## src/rtl/wb_dest_pipe_if.sv

```systemverilog
// D-stage request/response bundle for the write-back destination pipe:
// destination select, source operands with Tuse, and the stall/forward results.
interface wb_dest_pipe_if #(
  parameter int AW    = 5,
  parameter int DEPTH = 3,
  parameter int TW    = 2
) ();
  localparam int FW = $clog2(DEPTH + 1);

  logic [AW-1:0]       rt_d;
  logic [AW-1:0]       rd_d;
  logic [1:0]          dst_sel;
  logic [TW-1:0]       tnew_d;
  logic                flush_i;
  logic [AW-1:0]       rs_d;
  logic                rs_use;
  logic [TW-1:0]       tuse_rs;
  logic                rt_use;
  logic [TW-1:0]       tuse_rt;
  logic [AW-1:0]       dst_d;
  logic [DEPTH*AW-1:0] dst_pipe;
  logic [DEPTH*TW-1:0] tnew_pipe;
  logic                stall_o;
  logic [FW-1:0]       fwd_rs;
  logic [FW-1:0]       fwd_rt;

  modport master (
    output rt_d, rd_d, dst_sel, tnew_d, flush_i, rs_d, rs_use, tuse_rs, rt_use, tuse_rt,
    input  dst_d, dst_pipe, tnew_pipe, stall_o, fwd_rs, fwd_rt
  );

  modport slave (
    input  rt_d, rd_d, dst_sel, tnew_d, flush_i, rs_d, rs_use, tuse_rs, rt_use, tuse_rt,
    output dst_d, dst_pipe, tnew_pipe, stall_o, fwd_rs, fwd_rt
  );
endinterface

```

## src/rtl/wb_dest_pipe.sv

```systemverilog
// Write-back destination select plus E/M/W destination/Tnew tracking, producing
// the D-stage load-use stall and per-operand forwarding selects.
module wb_dest_pipe #(
  parameter int AW        = 5,
  parameter int DEPTH     = 3,
  parameter int TW        = 2,
  parameter int LINK_ADDR = 31
) (
  input logic          clk,
  input logic          reset,
  wb_dest_pipe_if.slave pif
);
  localparam int FW = $clog2(DEPTH + 1);

  logic [AW-1:0] dst_r  [DEPTH];
  logic [TW-1:0] tnew_r [DEPTH];

  logic [AW-1:0] dst_s;
  logic [DEPTH-1:0] rs_m_s;
  logic [DEPTH-1:0] rt_m_s;
  logic          rs_hit_s;
  logic          rt_hit_s;
  logic [TW-1:0] rs_tnew_s;
  logic [TW-1:0] rt_tnew_s;
  logic [FW-1:0] rs_idx_s;
  logic [FW-1:0] rt_idx_s;
  logic          stall_s;
  logic [FW-1:0] fwd_rs_s;
  logic [FW-1:0] fwd_rt_s;

  // D-stage destination select; 0 doubles as "no write"
  always_comb begin
    dst_s = {AW{1'b0}};
    case (pif.dst_sel)
      2'b00:   dst_s = pif.rt_d;
      2'b01:   dst_s = pif.rd_d;
      2'b10:   dst_s = AW'(LINK_ADDR);
      2'b11:   dst_s = {AW{1'b0}};
      default: dst_s = {AW{1'b0}};
    endcase
  end

  // Per-stage match vectors; $0 and unused operands never match
  always_comb begin
    rs_m_s = {DEPTH{1'b0}};
    rt_m_s = {DEPTH{1'b0}};
    for (int k = 0; k < DEPTH; k++) begin
      rs_m_s[k] = pif.rs_use && (pif.rs_d != {AW{1'b0}}) && (dst_r[k] == pif.rs_d);
      rt_m_s[k] = pif.rt_use && (pif.rt_d != {AW{1'b0}}) && (dst_r[k] == pif.rt_d);
    end
  end

  // Youngest match wins: scan oldest first so the lowest index overwrites
  always_comb begin
    rs_hit_s  = 1'b0;
    rt_hit_s  = 1'b0;
    rs_tnew_s = {TW{1'b0}};
    rt_tnew_s = {TW{1'b0}};
    rs_idx_s  = {FW{1'b0}};
    rt_idx_s  = {FW{1'b0}};
    for (int k = DEPTH - 1; k >= 0; k--) begin
      rs_hit_s  = rs_m_s[k] ? 1'b1      : rs_hit_s;
      rs_tnew_s = rs_m_s[k] ? tnew_r[k] : rs_tnew_s;
      rs_idx_s  = rs_m_s[k] ? FW'(k)    : rs_idx_s;
      rt_hit_s  = rt_m_s[k] ? 1'b1      : rt_hit_s;
      rt_tnew_s = rt_m_s[k] ? tnew_r[k] : rt_tnew_s;
      rt_idx_s  = rt_m_s[k] ? FW'(k)    : rt_idx_s;
    end
  end

  // Stall when the youngest producer is not ready by the consumer's Tuse
  always_comb begin
    stall_s  = (rs_hit_s && (rs_tnew_s > pif.tuse_rs)) ||
               (rt_hit_s && (rt_tnew_s > pif.tuse_rt));
    fwd_rs_s = (rs_hit_s && (rs_tnew_s == {TW{1'b0}})) ? (rs_idx_s + FW'(1)) : {FW{1'b0}};
    fwd_rt_s = (rt_hit_s && (rt_tnew_s == {TW{1'b0}})) ? (rt_idx_s + FW'(1)) : {FW{1'b0}};
  end

  // Pipe advance; stall or flush injects one bubble into E, later stages never freeze
  always_ff @(posedge clk) begin
    if (reset) begin
      for (int k = 0; k < DEPTH; k++) begin
        dst_r[k]  <= {AW{1'b0}};
        tnew_r[k] <= {TW{1'b0}};
      end
    end else begin
      if (stall_s || pif.flush_i) begin
        dst_r[0]  <= {AW{1'b0}};
        tnew_r[0] <= {TW{1'b0}};
      end else begin
        dst_r[0]  <= dst_s;
        tnew_r[0] <= (dst_s == {AW{1'b0}}) ? {TW{1'b0}} : pif.tnew_d;
      end
      for (int k = 1; k < DEPTH; k++) begin
        dst_r[k]  <= dst_r[k-1];
        tnew_r[k] <= (tnew_r[k-1] == {TW{1'b0}}) ? {TW{1'b0}} : (tnew_r[k-1] - TW'(1));
      end
    end
  end

  // Flatten tracked state onto the observation buses
  always_comb begin
    pif.dst_pipe  = {(DEPTH*AW){1'b0}};
    pif.tnew_pipe = {(DEPTH*TW){1'b0}};
    for (int k = 0; k < DEPTH; k++) begin
      pif.dst_pipe[k*AW +: AW]  = dst_r[k];
      pif.tnew_pipe[k*TW +: TW] = tnew_r[k];
    end
  end

  assign pif.dst_d   = dst_s;
  assign pif.stall_o = stall_s;
  assign pif.fwd_rs  = fwd_rs_s;
  assign pif.fwd_rt  = fwd_rt_s;
endmodule

```

## src/flat_wrapper.sv

```systemverilog
// flat-port wrapper written by rule: the top's interface ports become plain ports
module wb_dest_pipe_flat 
#(
  parameter int AW        = 5,
  parameter int DEPTH     = 3,
  parameter int TW        = 2,
  parameter int LINK_ADDR = 31
)
  (clk, reset, pif_rt_d, pif_rd_d, pif_dst_sel, pif_tnew_d, pif_flush_i, pif_rs_d, pif_rs_use, pif_tuse_rs, pif_rt_use, pif_tuse_rt, pif_dst_d, pif_dst_pipe, pif_tnew_pipe, pif_stall_o, pif_fwd_rs, pif_fwd_rt);
  wb_dest_pipe_if #(.AW(AW), .DEPTH(DEPTH), .TW(TW)) pif_i ();
  input logic clk;
  input logic reset;
  input wire logic [$bits(pif_i.rt_d)-1:0] pif_rt_d;
  input wire logic [$bits(pif_i.rd_d)-1:0] pif_rd_d;
  input wire logic [$bits(pif_i.dst_sel)-1:0] pif_dst_sel;
  input wire logic [$bits(pif_i.tnew_d)-1:0] pif_tnew_d;
  input wire logic [$bits(pif_i.flush_i)-1:0] pif_flush_i;
  input wire logic [$bits(pif_i.rs_d)-1:0] pif_rs_d;
  input wire logic [$bits(pif_i.rs_use)-1:0] pif_rs_use;
  input wire logic [$bits(pif_i.tuse_rs)-1:0] pif_tuse_rs;
  input wire logic [$bits(pif_i.rt_use)-1:0] pif_rt_use;
  input wire logic [$bits(pif_i.tuse_rt)-1:0] pif_tuse_rt;
  output wire logic [$bits(pif_i.dst_d)-1:0] pif_dst_d;
  output wire logic [$bits(pif_i.dst_pipe)-1:0] pif_dst_pipe;
  output wire logic [$bits(pif_i.tnew_pipe)-1:0] pif_tnew_pipe;
  output wire logic [$bits(pif_i.stall_o)-1:0] pif_stall_o;
  output wire logic [$bits(pif_i.fwd_rs)-1:0] pif_fwd_rs;
  output wire logic [$bits(pif_i.fwd_rt)-1:0] pif_fwd_rt;
  assign pif_i.rt_d = pif_rt_d;
  assign pif_i.rd_d = pif_rd_d;
  assign pif_i.dst_sel = pif_dst_sel;
  assign pif_i.tnew_d = pif_tnew_d;
  assign pif_i.flush_i = pif_flush_i;
  assign pif_i.rs_d = pif_rs_d;
  assign pif_i.rs_use = pif_rs_use;
  assign pif_i.tuse_rs = pif_tuse_rs;
  assign pif_i.rt_use = pif_rt_use;
  assign pif_i.tuse_rt = pif_tuse_rt;
  assign pif_dst_d = pif_i.dst_d;
  assign pif_dst_pipe = pif_i.dst_pipe;
  assign pif_tnew_pipe = pif_i.tnew_pipe;
  assign pif_stall_o = pif_i.stall_o;
  assign pif_fwd_rs = pif_i.fwd_rs;
  assign pif_fwd_rt = pif_i.fwd_rt;
  wb_dest_pipe #(.AW(AW), .DEPTH(DEPTH), .TW(TW), .LINK_ADDR(LINK_ADDR)) u_core (.clk(clk), .reset(reset), .pif(pif_i));
endmodule
```

## config.mk

```make
export PLATFORM = sky130hd
export DESIGN_NAME = wb_dest_pipe_flat
export DESIGN_NICKNAME = d
export VERILOG_FILES = /design/src/rtl/wb_dest_pipe_if.sv /design/src/rtl/wb_dest_pipe.sv /design/src/flat_wrapper.sv
export SDC_FILE = /design/constraint.sdc
export NUM_CORES = 1
export LEC_CHECK = 0
export CORE_ASPECT_RATIO = 0.75
export CORE_MARGIN = 5
export CORE_UTILIZATION = 45
export CTS_BUF_LIST = sky130_fd_sc_hd__clkbuf_16
export CTS_CLUSTER_SIZE = 40
export DETAILED_ROUTE_END_ITERATION = 8
export DONT_BUFFER_PORTS = 1
export PLACE_DENSITY = 0.62
export SYNTH_ARGS = -nofsm -noshare
export SYNTH_HDL_FRONTEND = slang
export SYNTH_SLANG_ARGS = --single-unit
```

## constraint.sdc

```tcl
create_clock -name clk -period 4.2 [get_ports clk]
set_input_delay 0.42 -clock clk [delete_from_list [all_inputs] [get_ports clk]]
set_output_delay 0.42 -clock clk [all_outputs]
set_load 0.02 [all_outputs]
```

==> results.toml, run 1 <==
[sta]
hold_violations = 0
clock.fmax_ghz = 0.285
relSlewSlack_pct = 34.6
rsz0062_at_grt = "no"
setup-violations-final = 0
worst_pin_slew_ns = 0.971
fin_setup_tns_ns = 0
min_period_ns = 3.51
min_period_over_period_pct = 83.5
skew_ns = 0.00386
drv_slew = 0

[synthesis]
synth.distinct_cells = 33
ys.flop_type = "edfxtp_1"
synth.top_cell.area_share_pct = 38.9
async_reset_ff_share_pct = 0
yosysTopAreaCell = "edfxtp_1"
yosys-top-cells-count = "edfxtp_1 (21), xnor2_1 (16), nor3_1 (14), xor2_1 (14)"
ys_warn_count = 0
postSynthAreaPerCell_sq_um = 9.88
synth-seq-area-share_pct = 38.9
ys_seq_elements = 21
ys_top_cells_by_area = "edfxtp_1 (39%), xnor2_1 (8.6%), xor2_1 (7.6%)"
synth_most_common_cell = "edfxtp_1"
synth_cells = 164
synth_area_sq_um = 1620
synth_edf_count = 21

[floorplan]
rows = 18
fp.coreArea_sq_um = 3380
die_h_um = 62.0
start_util_pct = 48.0
die-area_sq_um = 4910
io_pins = 59
die_w_um = 79.3

[clock_tree]
hold_buffers = 0
cts_tree = "built"
cts_resized = 0
numCtsBuffers = 3
cts-root-buf = "clkbuf_16"
clk_path_buf_depth = 2
clock_latency_ns = 0.26
clk_pin_slew_ns = 0.06
clock-sinks = 21
htreeDepth = 1
cts_setup_buffers = 0

[global_route]
grt_max_degree = 21
busiest_layer = "met2"
grt_overflow_total = 0
grt_pass1_wl_um = 6280
grt.met2_usage_pct = 26.5
grt_use_total_pct = 16.9
antenna_found_initial = 0
grt_pass1_vias = 1221
global_route.usage.met3_pct = 6.48
use_met1_pct = 22.6

[setup_path]
path_cells = "xnor2_1 > nand3_1 > nor3_1 > nand2_1 > o211ai_1 > nor3b_1 > ha_1 > a211o_1 > o21ai_4"
r2r_start = "u_core.dst_r[0][5]"
cpPeakStageDelay_ns = 0.55
critPathCaptureType = "output pin"
cp.arrival_ns = 3.09
ff2ff_path_depth = 10
worstReg2RegEnd = "u_core.dst_r[0][0]"
rrSetupSlack_ns = 1.00
cp_slowest_cell = "edfxtp_1"
crit_fanout = 8
start_kind = "flip-flop"
cp.required_ns = 3.78
path_class = "flip-flop to output pin"
startpoint = "u_core.dst_r[0][5]"
worstSetupEndpoint = "pif_stall_o"

[drt]
drc = 0
drt_iter0_drc = 69
wl_per_cell_um = 17.6
routed-via-count = 1205
wl_um = 3940
ant_nets = 0
vias_per_cell = 5.38
drtPass1Iterations = 6

[power]
power.switching_uw = 151
swShare_pct = 26.8
leakage_uw = 0.000668
power_density_nw_per_um2 = 311
intPower_uw = 412
seq_power_share_pct = 49.0
clkPwrFrac_pct = 35.9
p_comb_share_pct = 15.1
ir_worst_vdd_mv = 0.217

[cells_and_area]
fin_nets = 219
diodes = 0
syn2layout_area_growth_pct = 11.7
drive_above_1_share_pct = 7.07
final_core_util_pct = 53.6
fillers = 304

[placement]
routabilityCongestion = 0.895
hpwl_um = 3230
portBuffers = 0

[outcome]
status = "completed"

[worst_hold_path]
hold_class = "primary input to flip-flop"

[run]
drv_cap = 0
## cells by family after synthesis
| group | Yosys count | synth area share [%] |
|---|---|---|
| AOI/OAI and AO/OA | 22 | 10.9 |
| xor gates and xnor gates | 30 | 16.2 |
| adders and majority gates | 6 | 4.63 |
| buffers and inverters | 14 | 3.24 |
| DFF | 21 | 38.9 |
| other | 1 | 0.231 |
| and+or+nand+nor | 70 | 25.9 |
## power by group through the flow
stage                     Sequential (uW)  Clock [uW]  Combinational, uW
final                                 276         202               85.1
after detailed placement              281           0               84.3
after global routing                  278         214               96.5
after global placement                281           0               82.1
after floorplan                       275           0               78.4
after CTS                             277         205               85.0
## worst max-delay path: cells and delay by family (launching register included)
family | cells | cell delay (ns)
xor+xnor | 1 | 0.22
flops | 1 | 0.55
simple gates | 4 | 0.91
compound gates | 3 | 0.87
fa+ha+maj | 1 | 0.28
## sequential cells by signal, summed over array words and instances (netlist names)
register,flops
u_core.dst_r,15
u_core.tnew_r,6
## worst min path at each step
stage / from / endpoint / slack [ns] / cells after the start
after CTS: reset / u_core.dst_r[0][11] / 0.35 / 1
after floorplan: pif_flush_i / u_core.dst_r[0][0] / 0.61 / 1
final: reset / u_core.dst_r[0][9] / 0.35 / 1
after global placement: reset / u_core.dst_r[0][6] / 0.61 / 1
after global routing: reset / u_core.dst_r[0][1] / 0.35 / 1
after detailed placement: reset / u_core.dst_r[0][6] / 0.62 / 1
## layer usage
metal	routed length (um)	up-vias
met1	1840	541
met2	1690	55
met5	0	-
met3	401	2
li1	-	607
met4	17	0
## metrics by stage
step	setup slack (ns)	std cells	power, uW	hold WS (ns)	area [sq um]
final	0.694	224	563	0.351	1810
after floorplan	1.29	184	354	0.613	1700
after global routing	0.375	224	589	0.345	1810
after detailed placement	0.968	220	365	0.616	1730
after global placement	1.07	220	363	0.614	1730
after CTS	0.689	224	566	0.348	1810
## cells in the final DEF, fill, tap and decap left out, types with 2 or more instances in the layout
cell type	count
nor3_1	14
a21oi_1	6
nor4b_2	4
o21ai_2	2
xnor2_1	16
inv_1	11
nor2_1	10
nand2_1	9
or4_1	2
nor3b_1	2
edfxtp_1	21
nor2b_1	10
clkbuf_16	3
nor4_1	4
a211oi_1	3
a221o_1	2
o21ai_0	2
ha_1	6
nand3_1	5
nand3b_1	2
nand2b_1	5
conb_1	21
xor2_1	14
## area by class of cell
cell class | count | area [sq um] | area share, %
Tap cell | 40 | 50.0 | 2.77
Clock inverter | 1 | 3.75 | 0.207
Sequential cell | 21 | 631 | 34.9
Clock buffer | 3 | 75.1 | 4.15
Inverter | 10 | 37.5 | 2.07
Multi-Input combinational cell | 149 | 1010 | 55.9
(Power assumes the default switching activity.)
==> run 2, diff against run 1 <==
==> constraint.sdc (replaced) <==
create_clock -name clk -period 3.42 [get_ports clk]
set_input_delay 0.342 -clock clk [delete_from_list [all_inputs] [get_ports clk]]
set_output_delay 0.342 -clock clk [all_outputs]
set_load 0.02 [all_outputs]
==> results.toml, run 2 (synthesized netlist as in run 1, its figures left out) <==
[drt]
drc = 0
drt_iter0_drc = 94
routed-via-count = 1322
vias_per_cell = 5.80
drtPass1Iterations = 4
ant_nets = 0
wl_per_cell_um = 18.6
wl_um = 4250

[sta]
worst_pin_slew_ns = 0.700
clock.fmax_ghz = 0.310
rsz0062_at_grt = "no"
setup-violations-final = 0
drv_slew = 0
hold_violations = 0
min_period_ns = 3.23
fin_setup_tns_ns = 0
min_period_over_period_pct = 94.4
skew_ns = 0.00432
timing.final.ws_setup_ns = 0.191
relSlewSlack_pct = 53.0

[cells_and_area]
fin_nets = 223
final_core_util_pct = 55.1
diodes = 0
drive_above_1_share_pct = 11.2
top_register = "u_core.dst_r"
mostFrequentLayoutCells = "edfxtp_1 (21), conb_1 (21), xnor2_1 (16)"
largest_register_ff_count = 15
syn2layout_area_growth_pct = 14.9
reg.largest.list = "u_core.dst_r x15, u_core.tnew_r x6"

[setup_path]
ff2ff_path_depth = 11
cp_slowest_cell = "edfxtp_1"
critPathTopFamily = "compound AO/OA/AOI/OAI gates"
cpPeakStageDelay_ns = 0.54
path_cells = "xnor2_1 > nand3_1 > nor3_2 > buf_4 > nand2_1 > o211ai_1 > nor3b_1 > ha_1 > a211o_1 > o21ai_4"
worst-path-buf-inv = 1
r2r_start = "u_core.dst_r[0][10]"
cp.required_ns = 3.08
critical_path_depth = 10
start_kind = "flip-flop"
cp.arrival_ns = 2.89
critPathCaptureType = "output pin"
worstReg2RegEnd = "u_core.dst_r[0][1]"
worstSetupEndpoint = "pif_stall_o"
path_class = "flip-flop to output pin"
crit_fanout = 8
rrSetupSlack_ns = 0.42
startpoint = "u_core.dst_r[0][10]"

[floorplan]
fp.coreArea_sq_um = 3380
start_util_pct = 48.0
rows = 18
die_w_um = 79.3
io_pins = 59
die_h_um = 62.0
die-area_sq_um = 4910

[global_route]
grt_max_degree = 21
grt_pass1_vias = 1372
grt_use_total_pct = 18.3
grt_pass1_wl_um = 6780
antenna_found_initial = 0
grt_overflow_total = 0

[run]
drv_cap = 0

[clock_tree]
htreeDepth = 1
cts-root-buf = "clkbuf_16"
clock_latency_ns = 0.25
clk_pin_slew_ns = 0.06
cts_tree = "built"
numCtsBuffers = 3
clock-sinks = 21
clk_path_buf_depth = 2

[worst_hold_path]
hold_class = "primary input to flip-flop"

[outcome]
status = "completed"

[power]
power_density_nw_per_um2 = 376
leakage_uw = 0.000694
power_uw = 701
ir_worst_vdd_mv = 0.237

[placement]
routabilityCongestion = 0.842
dp_slack_ns = 0.201
hpwl_um = 3520
portBuffers = 0
## run 2: changes by cell type in the layout (fill, tap and decap cells not counted), sizes merged
cell	change
inv	-1
clkinv	+1
buf	+4
## run 2: worst min-delay path by stage
stage	endpoint	depth (start not counted)	startpoint	slack [ns]
2_1_floorplan	u_core.dst_r[0][0]	1	pif_flush_i	0.53
3_3_place_gp	u_core.dst_r[0][1]	1	reset	0.54
3_5_place_dp	u_core.dst_r[0][2]	1	reset	0.54
4_1_cts	u_core.dst_r[0][2]	1	reset	0.27
5_1_grt	u_core.dst_r[0][2]	1	reset	0.26
6_report	u_core.dst_r[0][3]	1	pif_flush_i	0.27
## run 2: layout make-up
cell class / instances / area, sq um
fill: 314 / 1520
clock inverter: 1 / 5.00
timing repair buffer: 4 / 30.0
clock buffer: 3 / 75.1
inverter: 10 / 37.5
multi-input combinational: 149 / 1030
tap: 40 / 50.0
sequential: 21 / 631
## run 2: worst register-to-register path, cell delays in order, from the launching register on
cell and delay [ns]:
edfxtp_1 0.54, xnor2_1 0.22, nand3_1 0.11, nor3_2 0.14
buf_4 0.16, nand2_1 0.06, o211ai_1 0.22, nor3b_1 0.22
ha_1 0.27, a211o_1 0.33, o21ai_4 0.37, nor4b_2 0.11
## run 2: power by group
part	switching (uW)	internal (uW)
sequential	37.8	302
clock	91.6	157
combinational	62.1	50.7
total	191	509
## run 2: through the flow
| step | hold WS (ns) | instances | cell area, sq um |
|---|---|---|---|
| 6_report | 0.271 | 228 | 1860 |
| 5_1_grt | 0.262 | 228 | 1860 |
| 4_1_cts | 0.266 | 228 | 1850 |
| 3_5_place_dp | 0.537 | 224 | 1760 |
| 3_3_place_gp | 0.535 | 224 | 1760 |
| 2_1_floorplan | 0.535 | 184 | 1700 |
## run 2: layer usage
metal	up-vias	GRT usage (%)	share of wire (%)
met5	-	0	0
met4	0	5.39	0.80
met3	4	6.48	12
met2	80	30.5	47
met1	620	22.9	40
li1	618	-	-
## run 2: what timing repair did
action                     CTS  global route
pin swaps                    0             1
gates cloned                 0             0
buffers inserted             0             0
setup endpoints to repair    1             1
hold buffers                 0             0
resized for setup            1             3
==> run 3, diff against run 2 <==
--- a/config.mk
+++ b/config.mk
@@ -12,6 +12,7 @@
 export CTS_CLUSTER_SIZE = 40
 export DETAILED_ROUTE_END_ITERATION = 8
 export DONT_BUFFER_PORTS = 1
+export GPL_TIMING_DRIVEN = 0
 export PLACE_DENSITY = 0.62
 export SYNTH_ARGS = -nofsm -noshare
 export SYNTH_HDL_FRONTEND = slang
==> results.toml, run 3 (synthesized netlist as in run 1, its figures left out) <==
[floorplan]
io_pins = 59
fp.coreArea_sq_um = 3380
rows = 18
die-area_sq_um = 4910
die_h_um = 62.0
die_w_um = 79.3
start_util_pct = 48.0

[cells_and_area]
finalNonFillerCells = 228
mostFrequentLayoutCells = "edfxtp_1 (21), conb_1 (21), xnor2_1 (16)"
largest_register_ff_count = 15
fin_nets = 223
top_register = "u_core.dst_r"
drive_above_1_share_pct = 9.04
diodes = 0
syn2layout_area_growth_pct = 14.7
reg.largest.list = "u_core.dst_r x15, u_core.tnew_r x6"

[global_route]
grt_pass1_vias = 1286
grt_pass1_wl_um = 6380
antenna_found_initial = 0
grt_max_degree = 13
grt_use_total_pct = 17.1
grt_overflow_total = 0

[setup_path]
worstReg2RegEnd = "u_core.dst_r[0][2]"
crit_fanout = 8
cp.arrival_ns = 2.87
cp.required_ns = 3.08
critPathCaptureType = "output pin"
ff2ff_path_depth = 10
start_kind = "flip-flop"
path_class = "flip-flop to output pin"
rrSetupSlack_ns = 0.43
r2r_start = "u_core.dst_r[0][10]"

[sta]
setup-violations-final = 0
fin_setup_tns_ns = 0
drv_slew = 0
rsz0062_at_grt = "no"
min_period_ns = 3.21
min_period_over_period_pct = 94.0
skew_ns = 0.00412
relSlewSlack_pct = 37.0
worst_pin_slew_ns = 0.936
hold_violations = 0
clock.fmax_ghz = 0.311

[worst_hold_path]
min_from = "pif_flush_i"
hold_class = "primary input to flip-flop"
hold_end = "u_core.dst_r[0][0]"
holdPathStages = 1

[clock_tree]
clk_pin_slew_ns = 0.06
clock-sinks = 21
clock_latency_ns = 0.25
htreeDepth = 1
clk_path_buf_depth = 2
numCtsBuffers = 3
cts-root-buf = "clkbuf_16"
hold_buffers = 0
cts_setup_buffers = 0
cts_tree = "built"

[drt]
ant_nets = 0
drt_iter0_drc = 93
drc = 0
wl_per_cell_um = 16.9
routed-via-count = 1251
wl_um = 3850
vias_per_cell = 5.49
drtPass1Iterations = 4

[placement]
post-place-cells = 224
portBuffers = 0
hpwl_um = 3280
routabilityCongestion = 0.854

[power]
power_density_nw_per_um2 = 380
power_uw = 706
swShare_pct = 28.0
leakage_uw = 0.000685
ir_worst_vdd_mv = 0.228
power.switching_uw = 198
intPower_uw = 509
p_comb_share_pct = 16.8
clkPwrFrac_pct = 35.2
seq_power_share_pct = 48.0

[run]
drv_cap = 0

[outcome]
status = "completed"
## run 3: metrics by stage
stage | hold slack, ns | area, sq um | setup slack [ns] | util (%)
floorplan | 0.535 | 1700 | 0.564 | -
global placement | 0.538 | 1750 | 0.231 | 51.7
detailed placement | 0.537 | 1750 | 0.162 | 51.7
CTS | 0.264 | 1840 | 0.0571 | 54.3
global route | 0.260 | 1860 | 0.00619 | 55.0
finish | 0.269 | 1860 | 0.206 | 55.0
## run 3: timing repair
action / in CTS / in global routing
pin swaps: 0 / 1
setup endpoints to repair: 1 / 1
resized for setup: 2 / 4
## run 3: worst max path at each step
stage,start,endpoint,cells past startpoint
final,u_core.dst_r[0][10],pif_stall_o,9
after global routing,u_core.dst_r[0][8],pif_stall_o,9
after CTS,u_core.dst_r[0][1],pif_stall_o,11
after detailed placement,u_core.dst_r[0][5],u_core.dst_r[0][2],10
after global placement,u_core.dst_r[0][11],u_core.dst_r[0][2],10
after floorplan,u_core.dst_r[0][7],u_core.dst_r[0][0],10
## run 3: worst max-delay path: stages (launching register included)
cell and delay, ns:
edfxtp_1 0.52, xnor2_1 0.23, nand3_1 0.14, nor3_4 0.22, nand2_1 0.08, o211ai_1 0.20
nor3b_1 0.23, ha_1 0.27, a211o_1 0.33, o21ai_4 0.39
## run 3: final cells by class
class / count / area [sq um]
Multi-Input combinational cell: 149 / 1050
Clock inverter: 1 / 5.00
Clock buffer: 3 / 75.1
Buffer: 4 / 15.0
Tap cell: 40 / 50.0
Fill cell: 317 / 1520
Inverter: 10 / 37.5
Sequential cell: 21 / 631
## run 3: routing by layer
metal	vias up	routed length (um)	global-route usage (%)
li1	618	-	-
met1	579	1780	22.1
met2	52	1660	27.2
met3	2	398	6.63
met4	0	17	4.41
met5	-	0	0
## run 3: power groups by stage
stage                     Combinational (uW)  Clock, uW  Sequential, uW
final                                    119        249             339
after floorplan                         96.3          0             338
after CTS                                113        254             340
after global routing                     132        268             342
after detailed placement                 111          0             345
after global placement                   107          0             345
